$ cat src/rtl/approx_mul_pattern_gen.sv
// Exhaustive stimulus generator / response collector for a 2x2 approximate
// multiplier error detector. Walks all 16 operand patterns p = {b1,b0,a1,a0},
// waits SETTLE cycles after driving each, samples the detector's error flag
// and accumulates error count, per-pattern fail bitmap and first failure.
//
// Handshake: start is a request accepted only in IDLE/DONE (no ready needed);
// pat_valid qualifies the operand bits, and err_in is a combinational response
// that is only consumed in SAMPLE. abort wins over sampling in a busy state.
module approx_mul_pattern_gen #(
   parameter int SETTLE = 1,
   parameter int PAT_W  = 4
) (
   input  logic             clk,
   input  logic             rst_n,
   input  logic             start,
   input  logic             abort,
   output logic             a0,
   output logic             a1,
   output logic             b0,
   output logic             b1,
   output logic             pat_valid,
   input  logic             err_in,
   output logic             busy,
   output logic             done,
   output logic [4:0]       err_count,
   output logic [15:0]      fail_map,
   output logic [3:0]       first_fail_pat,
   output logic             first_fail_valid,
   output logic [2:0]       dbg_state_o
);

   typedef enum logic [2:0] {
      S_IDLE   = 3'd0,
      S_DRIVE  = 3'd1,
      S_WAIT   = 3'd2,
      S_SAMPLE = 3'd3,
      S_DONE   = 3'd4
   } state_e;

   localparam bit             HAS_WAIT    = (SETTLE > 0);
   localparam logic [3:0]     SETTLE_LAST = (SETTLE > 0) ? 4'(SETTLE - 1) : 4'd0;
   localparam logic [PAT_W-1:0] PAT_LAST  = {PAT_W{1'b1}};

   state_e             state_q, state_d;
   logic [PAT_W-1:0]   p_q, p_d;
   logic [3:0]         cnt_q, cnt_d;
   logic [4:0]         err_count_q, err_count_d;
   logic [15:0]        fail_map_q, fail_map_d;
   logic [3:0]         ff_pat_q, ff_pat_d;
   logic               ff_valid_q, ff_valid_d;
   logic               start_sweep;

   // A sweep can only be launched from a non-busy state.
   assign start_sweep = start && ((state_q == S_IDLE) || (state_q == S_DONE));

   // State register.
   always_ff @(posedge clk or negedge rst_n) begin
      if (!rst_n) begin
         state_q <= S_IDLE;
      end else begin
         state_q <= state_d;
      end
   end

   // Next-state logic: abort returns any busy state to IDLE.
   always_comb begin
      state_d = state_q;
      unique case (state_q)
         S_IDLE, S_DONE: begin
            if (start) state_d = S_DRIVE;
         end
         S_DRIVE: begin
            if (abort)         state_d = S_IDLE;
            else if (HAS_WAIT) state_d = S_WAIT;
            else               state_d = S_SAMPLE;
         end
         S_WAIT: begin
            if (abort)                    state_d = S_IDLE;
            else if (cnt_q == SETTLE_LAST) state_d = S_SAMPLE;
         end
         S_SAMPLE: begin
            if (abort)                state_d = S_IDLE;
            else if (p_q == PAT_LAST) state_d = S_DONE;
            else                      state_d = S_DRIVE;
         end
         default: state_d = S_IDLE;
      endcase
   end

   // Output decode: busy and pat_valid cover the three pattern-driving states.
   always_comb begin
      busy        = (state_q == S_DRIVE) || (state_q == S_WAIT) || (state_q == S_SAMPLE);
      pat_valid   = busy;
      done        = (state_q == S_DONE);
      dbg_state_o = state_q;
   end

   // Datapath next-state: pattern index, settle counter and result accumulators.
   always_comb begin
      p_d         = p_q;
      cnt_d       = cnt_q;
      err_count_d = err_count_q;
      fail_map_d  = fail_map_q;
      ff_pat_d    = ff_pat_q;
      ff_valid_d  = ff_valid_q;
      if (start_sweep) begin
         p_d         = '0;
         cnt_d       = '0;
         err_count_d = '0;
         fail_map_d  = '0;
         ff_pat_d    = '0;
         ff_valid_d  = 1'b0;
      end else if (state_q == S_DRIVE) begin
         cnt_d = '0;
      end else if (state_q == S_WAIT) begin
         cnt_d = cnt_q + 4'd1;
      end else if ((state_q == S_SAMPLE) && !abort) begin
         if (err_in) begin
            fail_map_d  = fail_map_q | (16'd1 << p_q);
            err_count_d = err_count_q + 5'd1;
            if (!ff_valid_q) begin
               ff_pat_d   = p_q;
               ff_valid_d = 1'b1;
            end
         end
         // p stays at the last pattern so DONE keeps driving 4'b1111.
         if (p_q != PAT_LAST) p_d = p_q + 1'b1;
      end
   end

   // Datapath registers.
   always_ff @(posedge clk or negedge rst_n) begin
      if (!rst_n) begin
         p_q         <= '0;
         cnt_q       <= '0;
         err_count_q <= '0;
         fail_map_q  <= '0;
         ff_pat_q    <= '0;
         ff_valid_q  <= 1'b0;
      end else begin
         p_q         <= p_d;
         cnt_q       <= cnt_d;
         err_count_q <= err_count_d;
         fail_map_q  <= fail_map_d;
         ff_pat_q    <= ff_pat_d;
         ff_valid_q  <= ff_valid_d;
      end
   end

   assign {b1, b0, a1, a0}  = p_q;
   assign err_count         = err_count_q;
   assign fail_map          = fail_map_q;
   assign first_fail_pat    = ff_pat_q;
   assign first_fail_valid  = ff_valid_q;

endmodule
$ cat config.mk
export PLATFORM = sky130hd
export DESIGN_NAME = approx_mul_pattern_gen
export DESIGN_NICKNAME = d
export VERILOG_FILES = /design/src/rtl/approx_mul_pattern_gen.sv
export SDC_FILE = /design/constraint.sdc
export NUM_CORES = 1
export LEC_CHECK = 0
export ABC_AREA = 1
export BUFFER_PORTS_ARGS = -buffer_cell sky130_fd_sc_hd__buf_4
export CORE_MARGIN = 2
export CORE_UTILIZATION = 40
export CTS_CLUSTER_DIAMETER = 200
export DETAILED_ROUTE_END_ITERATION = 16
export MAX_ROUTING_LAYER = met4
export SETUP_SLACK_MARGIN = 0.02
export SLEW_MARGIN = 20
export SYNTH_ARGS = -nofsm -noshare
export SYNTH_HDL_FRONTEND = slang
export SYNTH_SLANG_ARGS = --single-unit
$ cat constraint.sdc
create_clock -name clk -period 1.82 [get_ports clk]
set_input_delay 0.364 -clock clk [delete_from_list [all_inputs] [get_ports clk]]
set_output_delay 0.364 -clock clk [all_outputs]
set_load 0.01 [all_outputs]
Word-level counts from Yosys, hierarchy flattened
Cells that the tools add are included.
- logic and storage cells: 76
- output and inout port bits: 36
- bits in registers: 37
- input port bits: 5
- equal/unequal tests: 11
- bitwise gates (word level): 1
- shift operators: 1
- add/sub/neg operators: 3
- muxes and demuxes: 36
- reduce and logical (&&, ||, !) cells: 17
- operator list (operator ; number):
    2-to-1 mux 16 bit ; 5
    2-to-1 mux 4 bit ; 14
    2-to-1 mux 5 bit ; 5
    bitwise OR 16 bit ; 1
    left shift 1 x 4 -> 16 bit, first input constant ; 1
    2-to-1 mux 3 bit ; 5
    one-hot mux 3 bit (4 select lines) ; 1
    adder 4 x 1 -> 4 bit, second input constant ; 2
    AND reduction 4 bit ; 2
    == test 3 x 2 -> 1 bit, second input constant ; 2
    inequality test 2 bit, second input constant ; 3
    nonzero test 2 bit ; 3
    adder 5 x 1 -> 5 bit, second input constant ; 1
    2-to-1 mux 1 bit ; 5
    AND reduction 5 bit ; 1
    == test 4 bit, second input constant ; 1
    logical NOT 4 bit ; 1
    inequality test 4 bit, second input constant ; 1
    == test 3 x 1 -> 1 bit, second input constant ; 1
    == test 3 bit, second input constant ; 1
    logical NOT 3 bit ; 1
    logical OR 1 bit ; 3
    inequality test 3 bit, second input constant ; 1
    nonzero test 3 bit ; 1
    other kinds (6) ; 7

Depth between registers and ports, before layout
- depth in word-level cells: 7
- gate-level depth with buffers: 8
- depth with buffers taken out: 7

Worst setup path after synthesis
No wires, ideal clock.
- path kind: reg-to-reg
- start: reg p_q[0]
- end: reg fail_map_q[7], in the netlist fail_map[7]
- data required time: 1700 ps
- setup time: 120 ps
- clock period less this slack: 1283 ps
- arrival: 1162 ps
- stages on the path, launching flop included: 7
- setup slack: 537 ps
- buffers on the path: 0
- cell sequence: dfrtp_1 > ha_1 > ha_1 > inv_1 > nor2_1 > o21ai_0 > nand2_1
- cells in the longest elaborated chain, start to end: 7
- RTL lines (item ; line ; RTL):
    start, declared ; 45 ; logic [PAT_W-1:0] p_q, p_d;
    start signal, assigned ; 141 ; p_q <= p_d;
    left shift 1 x 4 -> 16 bit ; 119 ; fail_map_d = fail_map_q | (16'd1 << p_q);
    bitwise OR 16 bit ; 119 ;
    2-to-1 mux 16 bit ; 118 ; if (err_in) begin
    2-to-1 mux 16 bit ; 117 ; end else if ((state_q == S_SAMPLE) && !abort) begin
    2-to-1 mux 16 bit ; 115 ; end else if (state_q == S_WAIT) begin
    2-to-1 mux 16 bit ; 113 ; end else if (state_q == S_DRIVE) begin
    2-to-1 mux 16 bit ; 106 ; if (start_sweep) begin
    end signal, assigned ; 144 ; fail_map_q <= fail_map_d;
    end, declared ; 48 ; logic [15:0] fail_map_q, fail_map_d;
No other way between the ends. The select of a mux whose other input is x is not followed.
A chain may end at the register's enable or synchronous reset.

Worst setup path in the final report
- start: reg state_q[1], in the netlist dbg_state_o[1]
- end: out done
- cells in the longest elaborated chain, start to end: 1
- RTL lines (item ; line ; RTL):
    start, declared ; 44 ; state_e state_q, state_d;
    start signal, assigned ; 61 ; state_q <= state_d;
    == test 3 bit ; 94 ; done = (state_q == S_DONE);
    end, declared ; 24 ; output logic done,
No other way between the ends.

==> metrics.md <==
| Metric | Value |
|---|---|
| Highest achievable clock rate | approximately 0.63 GHz |
| Detailed placement HPWL | between 3000 and 4000 um |
| Classification of the worst setup path | flip-flop to output port |
| Total via count in the routed design | around 1700 |
| Crit path setup slack, layout | 231 ps |
| Worst min-delay path category | input pin to asynchronous set/reset pin |
| Total setup violations reported at the end of the flow | 0 |
| Buffer cell driving the clock tree root | sky130_fd_sc_hd__clkbuf_8 |
| Critical path launch point type | flip-flop |
| Starting density of the core | 0.420 |
| Die area | 0.00557 mm2 |
| Final total power | 2.58 mW |
| Setup TNS | 0 ps |
| Pre-CTS worst setup slack | 326 ps |
| Worst VDD drop | 801 uV |
| Wire length of the first global-routing pass | just under 7000 um |
| Critical Path Fanout Max | 4 |
| Number of buffers created by CTS | 5 |
| Post-synthesis register bit count | 37 |
| Maximum root-to-sink buffer count | 2 |
| Met1 capacity usage during global routing | 0.224 |
| Detail-routed net length per standard cell | 11.8 um |
| Slowest Stage Delay on Critical Path | 410 ps |
| Number of synthesis warnings | 0 |
| Filler instances | approximately 470 |
| Number of global-route vias before repair | 1505 |
| Vertical die dimension | 74.6 um |
| Grt ovf | 0 |
| Hold-fix buffers, CTS | 0 |
| Count of placed standard cells in the final layout, fillers left out | 352 |
| Cell breakdown of the critical path | inv_1 -> nand2_1 -> nor2_1 -> buf_4 |
| Final worst clock skew | approximately 11 ps |
| Placed cell count | 344 |
| Overall routing resource usage | 0.170 |
| Slack of the worst reg-to-reg path | ~310 ps |
| Residual antenna-violating net count after detailed routing | 0 |
| Final RePlAce weighted congestion | 0.857 |
| Worst-Skew Late Latency | 300 ps |
| Total setup buffers inserted after CTS | 0 |
| Seq/Total Area, Yosys | 0.464 |
| Antenna violations before repair | 0 |
| Top cells by area, synth | sky130_fd_sc_hd__dfrtp_1, sky130_fd_sc_hd__nand2_1, sky130_fd_sc_hd__nand3_1, sky130_fd_sc_hd__ha_1, sky130_fd_sc_hd__nor2_1 |
| Diodes inserted | 0 |
| Clock tree from TritonCTS | built |
| Pins Over Slew Limit | 0 |
| Count of buffers inserted at the top-level ports | 40 |
| Maximum number of pins on one net before global-route repair | 38 |
| Met2 routing resource usage after global routing | 0.251 |
| Most heavily used metal layer in global routing | met2 |
| Die width | approximately 75 um |
| Cell leakage power | roughly 1.3 nW |
| Smallest hold slack | 16.3 ps |
| Routed vias/inst | 4.75 |
| Number of DRC markers in iteration 0 | 75 |
| Std-Cell Rows | 25 |
| Post-synthesis to final-layout area growth | 21.3% |
| Data required time at the worst endpoint | 1460 ps |
| Number of clock sinks | 37 |
| Slowest stage cell, crit path | sky130_fd_sc_hd__dfrtp_1 |
| Number of instances in the synthesized netlist | approximately 250 |
| CTS clock-pin slew for the worst setup and hold paths | 80 ps |
| Result of the run | finished clean |
| Fraction of layout cells with a size suffix above 1 | 0.214 |
| DRC | 0 |
| Kind of end point of the critical path | output port |
| Number of top-level pins | 41 |
| Total standard cell area after synthesis | 0.00200 mm2 |
| Resized cells post-CTS | 0 |
| Final-report hold violation count | 0 |
| Share of Yosys cell area claimed by the top area cell type | 0.464 |
| Final period utilization | 0.873 |
| Unrepaired setup endpoints after global routing | no |
| Cell area power density | 1070 mW/mm2 |
| Minimum clock period after layout | approximately 1600 ps |
| Most common cell after layout, fill and taps aside | sky130_fd_sc_hd__nand2_1 |
| Core area | 0.00475 mm2 |
| Max-cap violations | 0 |
| Mean instance size in the synthesized netlist | 8.15 um2 |
| Commonest cells after routing, fill and taps aside | sky130_fd_sc_hd__nand2_1, sky130_fd_sc_hd__buf_4, sky130_fd_sc_hd__dfrtp_1, sky130_fd_sc_hd__nand3_1, sky130_fd_sc_hd__nor2_1 |
| First-pass DRT Iterations | 6 |
| Worst slew pin tran | 458 ps |
| Synth unique cells | 25 |
| Synthesized Nets | 259 |
| Critical path data arrival time | ~1200 ps |
| Count of H-tree levels built during CTS | 2 |
| Met3 usage in global routing | 0.0549 |
| Biggest area consumer among synthesized cells | sky130_fd_sc_hd__dfrtp_1 |
| WL final | between 4000 and 5000 um |
| Post-layout nets | between 200 and 300 |
| Relative slew slack | 0.695 |
[report_power, final]
group,switching [mW],internal [mW],total [mW]
sequential,0.113,0.917,1.03
clock,0.302,0.445,0.748
combinational,0.505,0.300,0.805
[state kept, by name, summed over array words and instances (netlist names)]
signal	flops
fail_map	16
err_count	5
cnt_q	4
first_fail_pat	4
p_q	4
dbg_state_o	3
first_fail_valid	1
[cell usage after synthesis]
cell and n:
sky130_fd_sc_hd__a21oi_1 4, sky130_fd_sc_hd__buf_2 2, sky130_fd_sc_hd__buf_4 2, sky130_fd_sc_hd__buf_6 5
sky130_fd_sc_hd__clkbuf_8 1, sky130_fd_sc_hd__clkinv_1 1, sky130_fd_sc_hd__dfrtp_1 37, sky130_fd_sc_hd__ha_1 9
sky130_fd_sc_hd__inv_1 16, sky130_fd_sc_hd__inv_2 2, sky130_fd_sc_hd__nand2_1 66, sky130_fd_sc_hd__nand2_2 1
sky130_fd_sc_hd__nand2_4 2, sky130_fd_sc_hd__nand3_1 35, sky130_fd_sc_hd__nand3_2 2, sky130_fd_sc_hd__nand4_1 1
sky130_fd_sc_hd__nor2_1 30, sky130_fd_sc_hd__nor2_2 1, sky130_fd_sc_hd__nor2_4 2, sky130_fd_sc_hd__nor3_2 1
sky130_fd_sc_hd__o21ai_0 19, sky130_fd_sc_hd__o21ai_1 1, sky130_fd_sc_hd__o21bai_1 2, sky130_fd_sc_hd__xnor2_1 2
sky130_fd_sc_hd__xor2_1 1
[layout make-up]
class / instances / area (um2) / share of cell area
sequential: 37 / 926 / 0.383
multi-input combinational: 179 / 903 / 0.373
timing repair buffer: 42 / 315 / 0.130
tap: 67 / 83.8 / 0.0346
clock buffer: 6 / 82.6 / 0.0341
inverter: 19 / 71.3 / 0.0295
clock inverter: 2 / 37.5 / 0.0155
[metrics by stage]
step | instance area [um2] | util
6_report | 2420 | 0.509
5_1_grt | 2420 | 0.509
4_1_cts | 2420 | 0.509
3_5_place_dp | 2300 | 0.484
3_3_place_gp | 2300 | 0.484
2_1_floorplan | 2000 | -
[kinds of logic (layout without fill, tap and decap cells)]
logic type / Yosys count / count (layout) / synth area share
AOI/OAI and AO/OA: 26 / 26 / 0.0677
DFF: 37 / 37 / 0.464
adders and majority gates: 9 / 9 / 0.0564
buffers and inverters: 29 / 69 / 0.0834
xor gates and xnor gates: 3 / 3 / 0.0132
and+or+nand+nor: 141 / 141 / 0.315
[metal layers]
metal / vias up / wire, um
met5: - / 0
met4: 0 / 60
met3: 7 / 245
met2: 42 / 1880
met1: 762 / 1980
li1: 862 / -
[worst max-delay path, delay by kind of cell, from the launching register on]
family / cells / cell delay [ps]
flip-flops: 1 / 410
AND/OR/NAND/NOR: 2 / 220
buffers and inverters: 2 / 300
[worst paths after layout]
check	from	end	cells past startpoint
setup / recovery	dbg_state_o[1]	done	4
hold / removal	rst_n	fail_map[1]	1
setup reg to reg	dbg_state_o[0]	first_fail_pat[1]	7
hold reg to reg	first_fail_pat[3]	first_fail_pat[3]	2
max in group asynchronous	rst_n	cnt_q[2]	1
min in group clk	abort	dbg_state_o[1]	2
Power figures use the tool's default switching activity.
